[src/rtl/riscv_cache_biu_seq_if.sv]
// ---------------------------------------------------------------------------
// riscv_cache_biu_seq_pkg / riscv_cache_biu_seq_if
//
// Purpose
//   Shared transfer-size and burst-type encodings, plus the bus bundle that
//   connects the burst sequencer to the BIU controller above it and to the
//   memory port below it.
//
// Signals (directions as seen by the sequencer)
//   biu_stb_i/biu_stb_ack_o      transfer request / same-cycle accept
//   biu_adri_i, biu_size_i,
//   biu_type_i, biu_we_i         transfer attributes, sampled on accept
//   biu_d_i/biu_d_ack_o          write data, next beat taken on d_ack
//   biu_q_o, biu_adro_o          read data and address of the acked beat
//   biu_ack_o/biu_err_o          per-beat completion / error
//   mem_req_o ... mem_d_o        per-beat request towards memory
//   mem_gnt_i, mem_rvalid_i,
//   mem_q_i, mem_err_i           memory grant and response
//
// Modports
//   slave  : the sequencer (serves transfers, drives the memory request)
//   master : the environment (BIU controller and memory side)
// ---------------------------------------------------------------------------
package riscv_cache_biu_seq_pkg;

    typedef enum logic [2:0] {
        BYTE  = 3'b000,
        HWORD = 3'b001,
        WORD  = 3'b010,
        DWORD = 3'b011
    } biu_size_t;

    typedef enum logic [2:0] {
        SINGLE = 3'b000,
        INCR   = 3'b001,
        WRAP4  = 3'b010,
        INCR4  = 3'b011,
        WRAP8  = 3'b100,
        INCR8  = 3'b101,
        WRAP16 = 3'b110,
        INCR16 = 3'b111
    } biu_type_t;

endpackage

interface riscv_cache_biu_seq_if #(
    parameter int XLEN = 32,
    parameter int PLEN = XLEN
) ();
    import riscv_cache_biu_seq_pkg::*;

    logic              biu_stb_i;
    logic              biu_stb_ack_o;
    logic              biu_d_ack_o;
    logic [PLEN-1:0]   biu_adri_i;
    logic [PLEN-1:0]   biu_adro_o;
    biu_size_t         biu_size_i;
    biu_type_t         biu_type_i;
    logic              biu_we_i;
    logic [XLEN-1:0]   biu_d_i;
    logic [XLEN-1:0]   biu_q_o;
    logic              biu_ack_o;
    logic              biu_err_o;

    logic              mem_req_o;
    logic [PLEN-1:0]   mem_adr_o;
    logic              mem_we_o;
    logic [XLEN/8-1:0] mem_be_o;
    logic [XLEN-1:0]   mem_d_o;
    logic              mem_gnt_i;
    logic              mem_rvalid_i;
    logic [XLEN-1:0]   mem_q_i;
    logic              mem_err_i;

    modport slave (
        input  biu_stb_i, biu_adri_i, biu_size_i, biu_type_i, biu_we_i, biu_d_i,
        output biu_stb_ack_o, biu_d_ack_o, biu_adro_o, biu_q_o, biu_ack_o, biu_err_o,
        output mem_req_o, mem_adr_o, mem_we_o, mem_be_o, mem_d_o,
        input  mem_gnt_i, mem_rvalid_i, mem_q_i, mem_err_i
    );

    modport master (
        output biu_stb_i, biu_adri_i, biu_size_i, biu_type_i, biu_we_i, biu_d_i,
        input  biu_stb_ack_o, biu_d_ack_o, biu_adro_o, biu_q_o, biu_ack_o, biu_err_o,
        input  mem_req_o, mem_adr_o, mem_we_o, mem_be_o, mem_d_o,
        output mem_gnt_i, mem_rvalid_i, mem_q_i, mem_err_i
    );

endinterface

[src/rtl/riscv_cache_biu_seq.sv]
// ---------------------------------------------------------------------------
// riscv_cache_biu_seq
//
// Purpose
//   Burst sequencer below the cache BIU controller. One transfer (SINGLE,
//   INCR, WRAPx, INCRx) is accepted from the biu_* side and replayed as a
//   series of single beats on a req/gnt/rvalid memory port, with at most one
//   beat outstanding. Each completed beat is reported upstream with ack or
//   err, the read data and the beat address.
//
// Ports
//   clk_i    clock
//   rst_ni   synchronous active-low reset
//   bus      riscv_cache_biu_seq_if.slave (BIU strobe side + memory port)
// ---------------------------------------------------------------------------
module riscv_cache_biu_seq
    import riscv_cache_biu_seq_pkg::*;
#(
    parameter int XLEN = 32,
    parameter int PLEN = XLEN
) (
    input  logic                 clk_i,
    input  logic                 rst_ni,
    riscv_cache_biu_seq_if.slave bus
);

    localparam int BEAT = XLEN / 8;
    localparam int BW   = $clog2(BEAT);

    typedef enum logic [1:0] {IDLE, ADDR, DATA} state_t;

    state_t          state_q, state_d;
    logic [PLEN-1:0] adr_q,   adr_d;
    logic            we_q,    we_d;
    biu_type_t       type_q,  type_d;
    logic [XLEN-1:0] dat_q,   dat_d;
    logic [BEAT-1:0] be_q,    be_d;
    logic [3:0]      cnt_q,   cnt_d;

    // Number of beats minus one for a given burst type.
    function automatic logic [3:0] len_m1(input biu_type_t t);
        case (t)
            WRAP4, INCR4:   len_m1 = 4'd3;
            WRAP8, INCR8:   len_m1 = 4'd7;
            WRAP16, INCR16: len_m1 = 4'd15;
            default:        len_m1 = 4'd0;
        endcase
    endfunction

    // Byte-lane mask of the wrap window (len * beat bytes, minus one);
    // zero means the burst increments linearly.
    function automatic logic [PLEN-1:0] wrap_mask(input biu_type_t t);
        case (t)
            WRAP4:   wrap_mask = PLEN'(4 * BEAT - 1);
            WRAP8:   wrap_mask = PLEN'(8 * BEAT - 1);
            WRAP16:  wrap_mask = PLEN'(16 * BEAT - 1);
            default: wrap_mask = '0;
        endcase
    endfunction

    // Lanes for a single-beat access; misaligned size/address pairs are not
    // detected, the mask is simply shifted by the low address bits.
    function automatic logic [BEAT-1:0] lane_mask(input biu_size_t s,
                                                  input logic [BW-1:0] lo);
        logic [BEAT-1:0] m;
        case (s)
            BYTE:    m = BEAT'(1);
            HWORD:   m = BEAT'(3);
            WORD:    m = BEAT'(15);
            default: m = '1;
        endcase
        if (s == DWORD) lane_mask = '1;
        else            lane_mask = m << lo;
    endfunction

    logic [PLEN-1:0] wmask;
    logic [PLEN-1:0] adr_inc;
    logic [PLEN-1:0] adr_next;

    // Address of the following beat: linear step, or step folded back into
    // the aligned wrap window while the upper address bits stay untouched.
    always_comb begin
        wmask    = wrap_mask(type_q);
        adr_inc  = adr_q + PLEN'(BEAT);
        adr_next = adr_inc;
        if (wmask != '0) adr_next = (adr_q & ~wmask) | (adr_inc & wmask);
    end

    // Next-state and output decode. Requests are only taken in IDLE; a beat
    // response in DATA either finishes the transfer (last beat or error) or
    // advances to the next beat, pulling the next write word on the way.
    always_comb begin
        state_d           = state_q;
        adr_d             = adr_q;
        we_d              = we_q;
        type_d            = type_q;
        dat_d             = dat_q;
        be_d              = be_q;
        cnt_d             = cnt_q;
        bus.biu_stb_ack_o = 1'b0;
        bus.biu_d_ack_o   = 1'b0;
        bus.biu_ack_o     = 1'b0;
        bus.biu_err_o     = 1'b0;
        bus.biu_q_o       = '0;
        bus.mem_req_o     = 1'b0;

        case (state_q)
            IDLE: begin
                bus.biu_stb_ack_o = bus.biu_stb_i;
                if (bus.biu_stb_i) begin
                    adr_d   = bus.biu_adri_i;
                    we_d    = bus.biu_we_i;
                    type_d  = bus.biu_type_i;
                    dat_d   = bus.biu_d_i;
                    cnt_d   = len_m1(bus.biu_type_i);
                    be_d    = (len_m1(bus.biu_type_i) == 4'd0)
                            ? lane_mask(bus.biu_size_i, bus.biu_adri_i[BW-1:0])
                            : '1;
                    state_d = ADDR;
                end
            end
            ADDR: begin
                bus.mem_req_o = 1'b1;
                if (bus.mem_gnt_i) state_d = DATA;
            end
            DATA: begin
                if (bus.mem_rvalid_i) begin
                    bus.biu_ack_o = ~bus.mem_err_i;
                    bus.biu_err_o = bus.mem_err_i;
                    bus.biu_q_o   = bus.mem_q_i;
                    if (bus.mem_err_i || cnt_q == 4'd0) begin
                        state_d = IDLE;
                    end else begin
                        cnt_d   = cnt_q - 4'd1;
                        adr_d   = adr_next;
                        state_d = ADDR;
                        if (we_q) begin
                            bus.biu_d_ack_o = 1'b1;
                            dat_d           = bus.biu_d_i;
                        end
                    end
                end
            end
            default: state_d = IDLE;
        endcase
    end

    assign bus.mem_adr_o  = adr_q;
    assign bus.mem_we_o   = we_q;
    assign bus.mem_be_o   = be_q;
    assign bus.mem_d_o    = dat_q;
    assign bus.biu_adro_o = adr_q;

    // State and beat registers; reset abandons any burst in flight.
    always_ff @(posedge clk_i) begin
        if (!rst_ni) begin
            state_q <= IDLE;
            adr_q   <= '0;
            we_q    <= 1'b0;
            type_q  <= SINGLE;
            dat_q   <= '0;
            be_q    <= '0;
            cnt_q   <= '0;
        end else begin
            state_q <= state_d;
            adr_q   <= adr_d;
            we_q    <= we_d;
            type_q  <= type_d;
            dat_q   <= dat_d;
            be_q    <= be_d;
            cnt_q   <= cnt_d;
        end
    end

endmodule

[src/flat_wrapper.sv]
// flat-port wrapper written by rule: the top's interface ports become plain ports
module riscv_cache_biu_seq_flat import riscv_cache_biu_seq_pkg::*;
#(
    parameter int XLEN = 32,
    parameter int PLEN = XLEN
)
  (clk_i, rst_ni, bus_biu_stb_i, bus_biu_adri_i, bus_biu_size_i, bus_biu_type_i, bus_biu_we_i, bus_biu_d_i, bus_biu_stb_ack_o, bus_biu_d_ack_o, bus_biu_adro_o, bus_biu_q_o, bus_biu_ack_o, bus_biu_err_o, bus_mem_req_o, bus_mem_adr_o, bus_mem_we_o, bus_mem_be_o, bus_mem_d_o, bus_mem_gnt_i, bus_mem_rvalid_i, bus_mem_q_i, bus_mem_err_i);
  riscv_cache_biu_seq_if #(.XLEN(XLEN), .PLEN(PLEN)) bus_i ();
  input  logic clk_i;
  input  logic rst_ni;
  input wire logic [$bits(bus_i.biu_stb_i)-1:0] bus_biu_stb_i;
  input wire logic [$bits(bus_i.biu_adri_i)-1:0] bus_biu_adri_i;
  input wire logic [$bits(bus_i.biu_size_i)-1:0] bus_biu_size_i;
  input wire logic [$bits(bus_i.biu_type_i)-1:0] bus_biu_type_i;
  input wire logic [$bits(bus_i.biu_we_i)-1:0] bus_biu_we_i;
  input wire logic [$bits(bus_i.biu_d_i)-1:0] bus_biu_d_i;
  output wire logic [$bits(bus_i.biu_stb_ack_o)-1:0] bus_biu_stb_ack_o;
  output wire logic [$bits(bus_i.biu_d_ack_o)-1:0] bus_biu_d_ack_o;
  output wire logic [$bits(bus_i.biu_adro_o)-1:0] bus_biu_adro_o;
  output wire logic [$bits(bus_i.biu_q_o)-1:0] bus_biu_q_o;
  output wire logic [$bits(bus_i.biu_ack_o)-1:0] bus_biu_ack_o;
  output wire logic [$bits(bus_i.biu_err_o)-1:0] bus_biu_err_o;
  output wire logic [$bits(bus_i.mem_req_o)-1:0] bus_mem_req_o;
  output wire logic [$bits(bus_i.mem_adr_o)-1:0] bus_mem_adr_o;
  output wire logic [$bits(bus_i.mem_we_o)-1:0] bus_mem_we_o;
  output wire logic [$bits(bus_i.mem_be_o)-1:0] bus_mem_be_o;
  output wire logic [$bits(bus_i.mem_d_o)-1:0] bus_mem_d_o;
  input wire logic [$bits(bus_i.mem_gnt_i)-1:0] bus_mem_gnt_i;
  input wire logic [$bits(bus_i.mem_rvalid_i)-1:0] bus_mem_rvalid_i;
  input wire logic [$bits(bus_i.mem_q_i)-1:0] bus_mem_q_i;
  input wire logic [$bits(bus_i.mem_err_i)-1:0] bus_mem_err_i;
  assign bus_i.biu_stb_i = bus_biu_stb_i;
  assign bus_i.biu_adri_i = bus_biu_adri_i;
  assign bus_i.biu_size_i = bus_biu_size_i;
  assign bus_i.biu_type_i = bus_biu_type_i;
  assign bus_i.biu_we_i = bus_biu_we_i;
  assign bus_i.biu_d_i = bus_biu_d_i;
  assign bus_biu_stb_ack_o = bus_i.biu_stb_ack_o;
  assign bus_biu_d_ack_o = bus_i.biu_d_ack_o;
  assign bus_biu_adro_o = bus_i.biu_adro_o;
  assign bus_biu_q_o = bus_i.biu_q_o;
  assign bus_biu_ack_o = bus_i.biu_ack_o;
  assign bus_biu_err_o = bus_i.biu_err_o;
  assign bus_mem_req_o = bus_i.mem_req_o;
  assign bus_mem_adr_o = bus_i.mem_adr_o;
  assign bus_mem_we_o = bus_i.mem_we_o;
  assign bus_mem_be_o = bus_i.mem_be_o;
  assign bus_mem_d_o = bus_i.mem_d_o;
  assign bus_i.mem_gnt_i = bus_mem_gnt_i;
  assign bus_i.mem_rvalid_i = bus_mem_rvalid_i;
  assign bus_i.mem_q_i = bus_mem_q_i;
  assign bus_i.mem_err_i = bus_mem_err_i;
  riscv_cache_biu_seq #(.XLEN(XLEN), .PLEN(PLEN)) u_core (.clk_i(clk_i), .rst_ni(rst_ni), .bus(bus_i));
endmodule
[config.mk]
export PLATFORM = sky130hd
export DESIGN_NAME = riscv_cache_biu_seq_flat
export DESIGN_NICKNAME = d
export VERILOG_FILES = /design/src/rtl/riscv_cache_biu_seq_if.sv /design/src/rtl/riscv_cache_biu_seq.sv /design/src/flat_wrapper.sv
export SDC_FILE = /design/constraint.sdc
export NUM_CORES = 1
export LEC_CHECK = 0
export ABC_AREA = 1
export BUFFER_PORTS_ARGS = -buffer_cell sky130_fd_sc_hd__buf_4
export CAP_MARGIN = 20
export CORE_MARGIN = 2
export CORE_UTILIZATION = 30
export DETAILED_ROUTE_END_ITERATION = 12
export PLACE_DENSITY_LB_ADDON = 0.15
export SETUP_SLACK_MARGIN = 0.3
export SKIP_CTS_REPAIR_TIMING = 1
export SLEW_MARGIN = 25
export SYNTH_ARGS = -nofsm -noshare
export SYNTH_HDL_FRONTEND = slang
export SYNTH_SLANG_ARGS = --single-unit
[constraint.sdc]
create_clock -name clk_i -period 1.8 [get_ports clk_i]
set_clock_uncertainty 0.05 [all_clocks]
set_input_delay 0.27 -clock clk_i [delete_from_list [all_inputs] [get_ports clk_i]]
set_output_delay 0.27 -clock clk_i [all_outputs]
set_load 0.02 [all_outputs]
==> impl_results.md <==
- Outcome: finished, final reports clean
- Vias post-DR: 5699
- PortBufs: 246
- CP Launch Type: register
- Number of max-cap violations: 0
- Fmax: 588 MHz
- Worst hold path type: input port to register
- Iteration-0 DRC Markers: 224
- PwrDens: 981 nW/um2
- Ys Warns: 0
- Syn avg cell area: 6.44 um2
- Final ANT Viol Nets: 0
- Arr. time, crit path: 1.38 ns
- Slew Limit Fails: 0
- Asr flop ratio synth: 0%
- Synth Flop Type: dfxtp_1
- TritonRoute pass-1 iters: 4
- Die ar.: 16700 um2
- # DRC: 0
- Chip Height: 129 um
- CTS root buffer: clkbuf_16
- Initial antenna violation count: 0
- Starting Density: 30.8%
- Num CTS Buffers: 9
- Synth Cell Area: 4700 um2
- H-tree depth: 3
- Gate Count Post-Synth: 730
- Routed len/inst: 15.1 um
- Largest net degree at the start of global routing: 45
- Layout net count: 1103
- Hold Slack: 0.123 ns
- First-pass GRT wire length: 26200 um
- # diodes: 0
- Setup violators final: 0
- Share of layout cells above drive strength 1: 44.9%
- Die Span X: 129 um
- Library cells used by synthesis: 39
- Number of global-route vias before repair: 5159
- Final worst path period need: 1.70 ns
- Number of placement rows: 45
- Setup CP Type: register to output pin
- Clk Latency, worst-skew pair: 0.35 ns
- Crit path cell chain: inv_2, ha_4, nand3_2, nand2_2, nor3_4, buf_6
- Yosys reg bits: 78
- Routability cong.: 0.864
- Gr ovfl total: 0
- RSZ-0062 raised after global routing: yes
- Worst-path fanout max: 3
- Filler cells: 1483
- Total Power Consumption: 7960 uW
- Endpoint type of the worst setup path: output pin
- Worst vdd ir: 618 uV
- Fin crit share: 94.5%
- Fin. Hold Viols: 0
- Reg-to-reg slack, setup: 0.15 ns
- Sink Count: 78
- Headroom to the max-slew limit: 69.9%
- Post-detail-place hpwl: 12800 um
- CTS tree: yes
- Number of synthesized flops with an enable pin: 0
- Crit path required time: 1.48 ns
- Clk buf depth: 2
- Worst-Margin Slew: 0.451 ns
- Area grow syn2layout: 72.4%
- Core area: 15300 um2
- Global router's overall resource usage: 19.7%
- Seq/Total Area, Yosys: 33.2%
- CP max-delay cell: dfxtp_2
- Routed WL: 18300 um
- Vias per inst: 4.72
- Delay of the slowest critical-path stage: 0.33 ns
- Clk pin slew, worst setup/hold paths: 0.07 ns
- Leak: 0.00353 uW
- Syn Nets: 841
- Ports: 247
## critical path, delay by kind of cell (launching register included)
family                   cells  cell delay (ns)
AND/OR/NAND/NOR              3             0.34
adder cells (fa/ha/maj)      1             0.16
flip-flops                   1             0.33
buffers and inverters        2             0.20
## cells in the mapped netlist, types with 4 or more instances
| master | instances | share of area (%) |
|---|---|---|
| o21ai_1 | 27 | 2.9 |
| nand2_4 | 4 | 0.96 |
| dfxtp_1 | 78 | 33 |
| clkbuf_1 | 20 | 1.6 |
| a211oi_1 | 20 | 3.2 |
| o21ai_0 | 26 | 2.8 |
| nor3_1 | 5 | 0.53 |
| inv_1 | 46 | 3.7 |
| nand2_1 | 170 | 14 |
| a21oi_1 | 77 | 8.2 |
| nand3_1 | 62 | 6.6 |
| nand4_1 | 4 | 0.53 |
| buf_4 | 35 | 5.6 |
| nor2_1 | 107 | 8.5 |
| buf_2 | 6 | 0.64 |
| buf_6 | 7 | 1.7 |
## per-stage QoR
stage	worst slack, ns	utilization (%)	cell area, um2	TNS [ns]	instances
2_1_floorplan	0.298	-	4750	0	730
3_5_place_dp	0.0625	44.0	6720	0	1156
3_3_place_gp	0.0824	44.0	6720	0	1156
6_report	0.0992	53.2	8110	0	1208
4_1_cts	-0.155	46.2	7040	-1.09	1172
5_1_grt	0.0411	53.2	8110	0	1208
## logic make-up (layout without fill, tap and decap cells)
group / count (synthesis) / count (layout) / synth area share, %
adders and majority gates: 2 / 2 / 0.532
buffers and inverters: 120 / 383 / 13.8
DFF: 78 / 78 / 33.2
xor gates and xnor gates: 3 / 3 / 0.559
AOI/OAI and AO/OA: 163 / 163 / 19.2
and+or+nand+nor: 364 / 368 / 32.7
## registers in the layout, summed over array words and instances (netlist names), named ones only
signal and count:
u_core.bus.mem_we_o 1, u_core.type_q 3, u_core.cnt_q 4, u_core.state_q 2
u_core.bus.mem_be_o 4, u_core.bus.biu_adro_o 30, u_core.bus.mem_d_o 32
## per-layer routing
| metal | share of wire [%] | vias to the layer above | wire, um | global-route usage [%] |
|---|---|---|---|---|
| met5 | 0 | - | 0 | 0 |
| met4 | 2.0 | 0 | 362 | 5.63 |
| met3 | 5.7 | 29 | 1040 | 5.99 |
| met2 | 49 | 159 | 8880 | 32.6 |
| met1 | 44 | 2607 | 8020 | 24.9 |
| li1 | - | 2904 | - | - |
## final timing paths
kind | from | end | cells after the start
setup / recovery | u_core.cnt_q[0]$_SDFFE_PN0P_ | bus_biu_d_ack_o | 6
hold / removal | bus_biu_adri_i[10] | u_core.bus.biu_adro_o[10]$_SDFFE_PN0P_ | 3
setup reg to reg | u_core.cnt_q[0]$_SDFFE_PN0P_ | u_core.bus.biu_adro_o[10]$_SDFFE_PN0P_ | 11
hold reg to reg | u_core.bus.mem_d_o[8]$_SDFFE_PN0P_ | u_core.bus.mem_d_o[8]$_SDFFE_PN0P_ | 2
## power breakdown
part	switching, uW	internal, uW	total [uW]
Combinational	1990	1610	3600
Clock	803	1240	2040
Sequential	288	2030	2320
Total	3080	4880	7960
## cell type report
class	instances	area (um2)	area share (%)
multi-input combinational	536	3020	37.2
timing repair buffer	315	2680	33.0
sequential	78	1590	19.6
tap	211	264	3.26
clock buffer	9	225	2.78
inverter	51	225	2.78
clock inverter	7	103	1.27
timing repair inverter	1	8.76	0.108
## layout by cell type, fill, tap and decap left out, types with 5 or more instances in the layout
cell type  instances
a211oi_1          18
a21oi_1           66
a21oi_2           11
buf_12             8
buf_4            273
buf_6             27
clkbuf_16         15
dfxtp_1           64
dfxtp_2           10
inv_1             40
inv_2              5
nand2_1          156
nand2_2           15
nand2_8            7
nand3_1           57
nor2_1            69
nor2_2            11
nor2_4            31
o21ai_0           22
o21ai_1           31
(Power assumes the default switching activity.)
